$ cat src/rtl/apb_master_arb_if.sv
// Bundle of requester-side and APB-side signals for apb_master_arb.
// "master" is the arbiter's view; "slave" is the view of everything around it.
interface apb_master_arb_if #(
  parameter int ADDR_W = 8,
  parameter int DATA_W = 32
);
  logic [1:0]        iReq;
  logic              iWrite0;
  logic              iWrite1;
  logic [ADDR_W-1:0] iAddr0;
  logic [ADDR_W-1:0] iAddr1;
  logic [DATA_W-1:0] iWDat0;
  logic [DATA_W-1:0] iWDat1;
  logic [1:0]        oAck;
  logic [DATA_W-1:0] oRDat;
  logic              oErr;
  logic              oPSel;
  logic              oPEnable;
  logic              oPWrite;
  logic [ADDR_W-1:0] oPAddr;
  logic [DATA_W-1:0] oPWDat;
  logic [DATA_W-1:0] iPRDat;
  logic              iPReady;
  logic              iPSlvErr;

  modport master (
    input  iReq, iWrite0, iWrite1, iAddr0, iAddr1, iWDat0, iWDat1,
    input  iPRDat, iPReady, iPSlvErr,
    output oAck, oRDat, oErr, oPSel, oPEnable, oPWrite, oPAddr, oPWDat
  );

  modport slave (
    output iReq, iWrite0, iWrite1, iAddr0, iAddr1, iWDat0, iWDat1,
    output iPRDat, iPReady, iPSlvErr,
    input  oAck, oRDat, oErr, oPSel, oPEnable, oPWrite, oPAddr, oPWDat
  );
endinterface

$ cat src/rtl/apb_master_arb.sv
// Two-requester APB4 master: round-robin arbitration, SETUP/ACCESS sequencing,
// PREADY wait states and a wait-state timeout that aborts hung transfers.
module apb_master_arb #(
  parameter int ADDR_W  = 8,
  parameter int DATA_W  = 32,
  parameter int TIMEOUT = 16
) (
  input  logic                iPClk,
  input  logic                iPRstn,
  apb_master_arb_if.master    bus
);

  typedef enum logic [1:0] {
    ST_IDLE   = 2'd0,
    ST_SETUP  = 2'd1,
    ST_ACCESS = 2'd2
  } state_t;

  localparam logic [15:0] TIMEOUT_L  = 16'(TIMEOUT);
  localparam logic        TIMEOUT_EN = (TIMEOUT != 0);

  state_t            state_q, state_d;
  logic              gnt_q, gnt_d;
  logic              last_gnt_q, last_gnt_d;
  logic [15:0]       wait_cnt_q, wait_cnt_d;
  logic [15:0]       wait_cnt_inc;
  logic              psel_q, psel_d;
  logic              penable_q, penable_d;
  logic              pwrite_q, pwrite_d;
  logic [ADDR_W-1:0] paddr_q, paddr_d;
  logic [DATA_W-1:0] pwdat_q, pwdat_d;
  logic [1:0]        ack_q, ack_d;
  logic [DATA_W-1:0] rdat_q, rdat_d;
  logic              err_q, err_d;
  logic [1:0]        elig;
  logic              win;
  logic              win_write;

  always_comb begin
    state_d      = state_q;
    gnt_d        = gnt_q;
    last_gnt_d   = last_gnt_q;
    wait_cnt_d   = wait_cnt_q;
    psel_d       = psel_q;
    penable_d    = penable_q;
    pwrite_d     = pwrite_q;
    paddr_d      = paddr_q;
    pwdat_d      = pwdat_q;
    ack_d        = 2'b00;
    rdat_d       = '0;
    err_d        = 1'b0;
    wait_cnt_inc = wait_cnt_q + 16'd1;

    // Masking with the current ack keeps a just-served requester out of its own ack cycle.
    elig      = bus.iReq & ~ack_q;
    win       = (elig == 2'b11) ? ~last_gnt_q : elig[1];
    win_write = win ? bus.iWrite1 : bus.iWrite0;

    case (state_q)
      ST_IDLE: begin
        if (elig != 2'b00) begin
          state_d    = ST_SETUP;
          gnt_d      = win;
          last_gnt_d = win;
          wait_cnt_d = '0;
          psel_d     = 1'b1;
          penable_d  = 1'b0;
          pwrite_d   = win_write;
          paddr_d    = win ? bus.iAddr1 : bus.iAddr0;
          if (win_write) pwdat_d = win ? bus.iWDat1 : bus.iWDat0;
          else           pwdat_d = '0;
        end
      end
      ST_SETUP: begin
        state_d   = ST_ACCESS;
        penable_d = 1'b1;
      end
      ST_ACCESS: begin
        if (bus.iPReady) begin
          state_d   = ST_IDLE;
          psel_d    = 1'b0;
          penable_d = 1'b0;
          ack_d     = gnt_q ? 2'b10 : 2'b01;
          rdat_d    = pwrite_q ? '0 : bus.iPRDat;
          err_d     = bus.iPSlvErr;
        end else begin
          wait_cnt_d = wait_cnt_inc;
          if (TIMEOUT_EN && (wait_cnt_inc == TIMEOUT_L)) begin
            state_d   = ST_IDLE;
            psel_d    = 1'b0;
            penable_d = 1'b0;
            ack_d     = gnt_q ? 2'b10 : 2'b01;
            err_d     = 1'b1;
          end
        end
      end
      default: begin
        state_d   = ST_IDLE;
        psel_d    = 1'b0;
        penable_d = 1'b0;
      end
    endcase
  end

  always_ff @(posedge iPClk or negedge iPRstn) begin
    if (!iPRstn) begin
      state_q    <= ST_IDLE;
      gnt_q      <= 1'b0;
      last_gnt_q <= 1'b1;
      wait_cnt_q <= '0;
      psel_q     <= 1'b0;
      penable_q  <= 1'b0;
      pwrite_q   <= 1'b0;
      paddr_q    <= '0;
      pwdat_q    <= '0;
      ack_q      <= 2'b00;
      rdat_q     <= '0;
      err_q      <= 1'b0;
    end else begin
      state_q    <= state_d;
      gnt_q      <= gnt_d;
      last_gnt_q <= last_gnt_d;
      wait_cnt_q <= wait_cnt_d;
      psel_q     <= psel_d;
      penable_q  <= penable_d;
      pwrite_q   <= pwrite_d;
      paddr_q    <= paddr_d;
      pwdat_q    <= pwdat_d;
      ack_q      <= ack_d;
      rdat_q     <= rdat_d;
      err_q      <= err_d;
    end
  end

  assign bus.oPSel    = psel_q;
  assign bus.oPEnable = penable_q;
  assign bus.oPWrite  = pwrite_q;
  assign bus.oPAddr   = paddr_q;
  assign bus.oPWDat   = pwdat_q;
  assign bus.oAck     = ack_q;
  assign bus.oRDat    = rdat_q;
  assign bus.oErr     = err_q;

endmodule

$ cat src/flat_wrapper.sv
// flat-port wrapper written by rule: the top's interface ports become plain ports
module apb_master_arb_flat 
#(
  parameter int ADDR_W  = 8,
  parameter int DATA_W  = 32,
  parameter int TIMEOUT = 16
)
  (iPClk, iPRstn, bus_iReq, bus_iWrite0, bus_iWrite1, bus_iAddr0, bus_iAddr1, bus_iWDat0, bus_iWDat1, bus_iPRDat, bus_iPReady, bus_iPSlvErr, bus_oAck, bus_oRDat, bus_oErr, bus_oPSel, bus_oPEnable, bus_oPWrite, bus_oPAddr, bus_oPWDat);
  apb_master_arb_if #(.ADDR_W(ADDR_W), .DATA_W(DATA_W)) bus_i ();
  input  logic iPClk;
  input  logic iPRstn;
  input wire logic [$bits(bus_i.iReq)-1:0] bus_iReq;
  input wire logic [$bits(bus_i.iWrite0)-1:0] bus_iWrite0;
  input wire logic [$bits(bus_i.iWrite1)-1:0] bus_iWrite1;
  input wire logic [$bits(bus_i.iAddr0)-1:0] bus_iAddr0;
  input wire logic [$bits(bus_i.iAddr1)-1:0] bus_iAddr1;
  input wire logic [$bits(bus_i.iWDat0)-1:0] bus_iWDat0;
  input wire logic [$bits(bus_i.iWDat1)-1:0] bus_iWDat1;
  input wire logic [$bits(bus_i.iPRDat)-1:0] bus_iPRDat;
  input wire logic [$bits(bus_i.iPReady)-1:0] bus_iPReady;
  input wire logic [$bits(bus_i.iPSlvErr)-1:0] bus_iPSlvErr;
  output wire logic [$bits(bus_i.oAck)-1:0] bus_oAck;
  output wire logic [$bits(bus_i.oRDat)-1:0] bus_oRDat;
  output wire logic [$bits(bus_i.oErr)-1:0] bus_oErr;
  output wire logic [$bits(bus_i.oPSel)-1:0] bus_oPSel;
  output wire logic [$bits(bus_i.oPEnable)-1:0] bus_oPEnable;
  output wire logic [$bits(bus_i.oPWrite)-1:0] bus_oPWrite;
  output wire logic [$bits(bus_i.oPAddr)-1:0] bus_oPAddr;
  output wire logic [$bits(bus_i.oPWDat)-1:0] bus_oPWDat;
  assign bus_i.iReq = bus_iReq;
  assign bus_i.iWrite0 = bus_iWrite0;
  assign bus_i.iWrite1 = bus_iWrite1;
  assign bus_i.iAddr0 = bus_iAddr0;
  assign bus_i.iAddr1 = bus_iAddr1;
  assign bus_i.iWDat0 = bus_iWDat0;
  assign bus_i.iWDat1 = bus_iWDat1;
  assign bus_i.iPRDat = bus_iPRDat;
  assign bus_i.iPReady = bus_iPReady;
  assign bus_i.iPSlvErr = bus_iPSlvErr;
  assign bus_oAck = bus_i.oAck;
  assign bus_oRDat = bus_i.oRDat;
  assign bus_oErr = bus_i.oErr;
  assign bus_oPSel = bus_i.oPSel;
  assign bus_oPEnable = bus_i.oPEnable;
  assign bus_oPWrite = bus_i.oPWrite;
  assign bus_oPAddr = bus_i.oPAddr;
  assign bus_oPWDat = bus_i.oPWDat;
  apb_master_arb #(.ADDR_W(ADDR_W), .DATA_W(DATA_W), .TIMEOUT(TIMEOUT)) u_core (.iPClk(iPClk), .iPRstn(iPRstn), .bus(bus_i));
endmodule
$ cat config.mk
export PLATFORM = sky130hd
export DESIGN_NAME = apb_master_arb_flat
export DESIGN_NICKNAME = d
export VERILOG_FILES = /design/src/rtl/apb_master_arb_if.sv /design/src/rtl/apb_master_arb.sv /design/src/flat_wrapper.sv
export SDC_FILE = /design/constraint.sdc
export NUM_CORES = 1
export LEC_CHECK = 0
export ABC_AREA = 1
export ABC_CLOCK_PERIOD_IN_PS = 4660
export CAP_MARGIN = 20
export CORE_AREA = 2 2 113 115
export CTS_CLUSTER_DIAMETER = 100
export DETAILED_ROUTE_END_ITERATION = 12
export DIE_AREA = 0 0 115 117
export GPL_TIMING_DRIVEN = 0
export PLACE_DENSITY = 0.82
export SETUP_SLACK_MARGIN = 0.05
export SYNTH_ARGS = -nofsm -noshare
export SYNTH_HDL_FRONTEND = slang
export SYNTH_SLANG_ARGS = --single-unit
$ cat constraint.sdc
create_clock -name iPClk -period 4.66 [get_ports iPClk]
set_input_delay 1.165 -clock iPClk [delete_from_list [all_inputs] [get_ports iPClk]]
set_output_delay 1.165 -clock iPClk [all_outputs]
set_load 0.01 [all_outputs]
==> run metrics <==
fin worst setup slack=approximately 1.9 ns; post_cts resized=0; Total Wirelength=12300 um; Num CTS Buffers=9; layout cell share with drive strength beyond 1=5.45%; fmax=roughly 360 MHz; gpl congestion=around 0.83; worst vdd ir=between 200 and 250 uV; Row Count=around 40; power per cell area=504 nW/um^2; Final period util=between 50% and 60%; Overflow after GRT=0; Worst setup SP type=input pin; Synth Flop Type=dfrtp_1; Ant. Diodes=0; post-CTS setup buffer count=0; measured slew at the worst slew-check pin=about 0.54 ns; Required @ worst endpoint=between 4 and 5 ns; Synth async-reset ratio=100%; Final Hold Vio Count=0; Pwr Total=around 0.0034 W; Worst Path Arrival=around 3 ns; EDFF count, synth=0; crit end category=flop; total number of vias=3996; Synth Instances=483; Die Y=between 100 and 150 um; core area=12300 um^2; critical path type=in2reg; syn nets=approximately 610; max cap viols=0; area of the multi-input gates=between 1500 and 2000 um^2; max_slew headroom=between 60% and 70%; CTS tree=built; antenna violations before repair=0; first-pass GRT wire length=18900 um; chip width=around 120 um; P_leak=between 3 and 4 nW; design area=~6800 um^2; GRT Total Usage=between 10% and 20%; first-pass iteration count of the detailed router=6; Final ANT Viol Nets=0; clk buf depth=2; die area=13500 um^2; Worst-path clk slew=0.07 ns; Initial Utilization=between 30% and 40%; io pins=between 150 and 200; Final setup viols=0; detailed placement HPWL=between 9000 and 10000 um; area of the mapped netlist=between 4000 and 5000 um^2; TNS Setup=0 ns; dpl cell area=about 6500 um^2; fin util=a little under three fifths; pre-CTS setup slack=about 1.5 ns; H-tree depth=3; Critical Path Fanout Max=10; #FFs+latches synth=97; CTS root buf=clkbuf_16; Final Max Slew Viols=0; # clock sinks=97; wire per inst=between 10 and 15 um; FILL cells=between 1000 and 1500; clk_skew=between 0.007 and 0.008 ns; worst hold path type=reg2reg; nets=~800; YS warnings=0; Via density=about 4.7; Port Buffer Count=just under 200; Yosys cell types=25; first-iteration detailed-routing DRC count=between 300 and 400; Area Growth Syn to Fin=59.1%; Final Critical Period=between 2 and 3 ns; part of the Yosys area used for sequential elements=approximately 57%; vias in the first global route=3821; RSZ-0062 raised after global routing=no; mean post-synth cell area=around 8.9 um^2; clk_lat worst skew=about 0.35 ns; cts hold-fix bufs=0; status=completed; largest net degree at the start of global routing=64; Reg area=between 2000 and 2500 um^2; DRC Markers=0
## report_power, final
group | internal, W | switching (W)
Sequential | 0.00109 | 0.000125
Clock | 0.000532 | 0.000341
Combinational | 0.000662 | 0.000695
Total | 0.00228 | 0.00116
## per-layer routing
metal	vias to the layer above	routed length, um	track usage, %
li1	1990	-	-
met1	1858	5160	23.3
met2	126	5990	29.0
met3	22	784	5.05
met4	0	324	8.51
met5	-	0	0
## through the flow
stage	hold WS (ns)	cells
floorplan	0.401	483
global placement	0.410	830
detailed placement	0.417	831
CTS	0.424	847
global route	0.465	847
finish	0.422	847
## registers in the layout, summed over array words and instances, names as in the netlist
signal and count:
u_core.last_gnt_q 1, u_core.bus.oPEnable 1, u_core.bus.oAck 2, u_core.bus.oPSel 1, u_core.wait_cnt_q 16, u_core.bus.oPWrite 1, u_core.gnt_q 1, u_core.bus.oPAddr 8
u_core.bus.oRDat 32, u_core.bus.oErr 1, u_core.bus.oPWDat 32, u_core.state_q 1
## layout make-up
type | instances | area share, %
timing repair buffer | 198 | 29.3
tap | 150 | 2.75
sequential | 97 | 35.6
multi-input combinational | 335 | 24.3
buffer | 20 | 1.25
clock buffer | 9 | 3.30
inverter | 31 | 1.70
clock inverter | 7 | 1.83
## layout by cell type, fill, tap and decap left out, types with 4 or more instances in the layout
master / count
nor2_1: 62
dfrtp_1: 96
nand3_1: 16
nand2_1: 135
clkbuf_1: 8
clkdlybuf4s50_1: 196
buf_2: 5
inv_1: 29
o22ai_1: 9
mux2i_1: 32
o21ai_0: 43
buf_1: 4
nand4_1: 6
a21oi_1: 16
clkbuf_16: 9
## Yosys cell counts, types with 3 or more instances
master | count | area share (%)
nand3_1 | 16 | 1.9
a21oi_1 | 16 | 1.9
nand2_2 | 3 | 0.44
clkbuf_1 | 8 | 0.70
o22ai_1 | 9 | 1.3
mux2i_1 | 32 | 7.5
nor2_1 | 62 | 5.4
inv_1 | 29 | 2.5
nand4_1 | 6 | 0.87
o21ai_1 | 3 | 0.35
nand2_1 | 135 | 12
buf_2 | 5 | 0.58
buf_1 | 4 | 0.35
nor2_4 | 3 | 0.79
clkbuf_2 | 3 | 0.35
dfrtp_1 | 96 | 56
o21ai_0 | 43 | 5.0
## worst paths after layout
kind	from	endpoint	slack, ns	depth (start not counted)
setup / recovery	bus_iReq[0]	u_core.bus.oPWDat[3]	1.87	7
hold / removal	u_core.gnt_q	u_core.bus.oAck[0]	0.42	1
max in group asynchronous	iPRstn	u_core.last_gnt_q	3.20	2
hold reg to reg	u_core.gnt_q	u_core.bus.oAck[0]	0.42	1
setup reg to reg	u_core.last_gnt_q	u_core.bus.oPWDat[3]	2.65	6
min in group asynchronous	iPRstn	u_core.bus.oPWDat[24]	0.77	1
## worst max-delay path, stage by stage
cell	delay [ns]
clkdlybuf4s50_1	0.48
nand3_1	0.09
nand2_1	0.19
clkinv_1	0.33
o21ai_2	0.33
clkbuf_2	0.29
o21ai_0	0.13
## kinds of logic (layout without fill, tap and decap cells)
| logic type | Yosys count | in the layout | share of synthesized area (%) |
|---|---|---|---|
| and+or+nand+nor | 228 | 228 | 21.7 |
| DFF | 97 | 97 | 56.6 |
| AOI/OAI and AO/OA | 72 | 72 | 8.75 |
| buffers and inverters | 51 | 265 | 4.69 |
| muxes | 32 | 32 | 7.46 |
| adders and majority gates | 2 | 2 | 0.583 |
| xor gates and xnor gates | 1 | 1 | 0.204 |
Power figures use the tool's default switching activity.
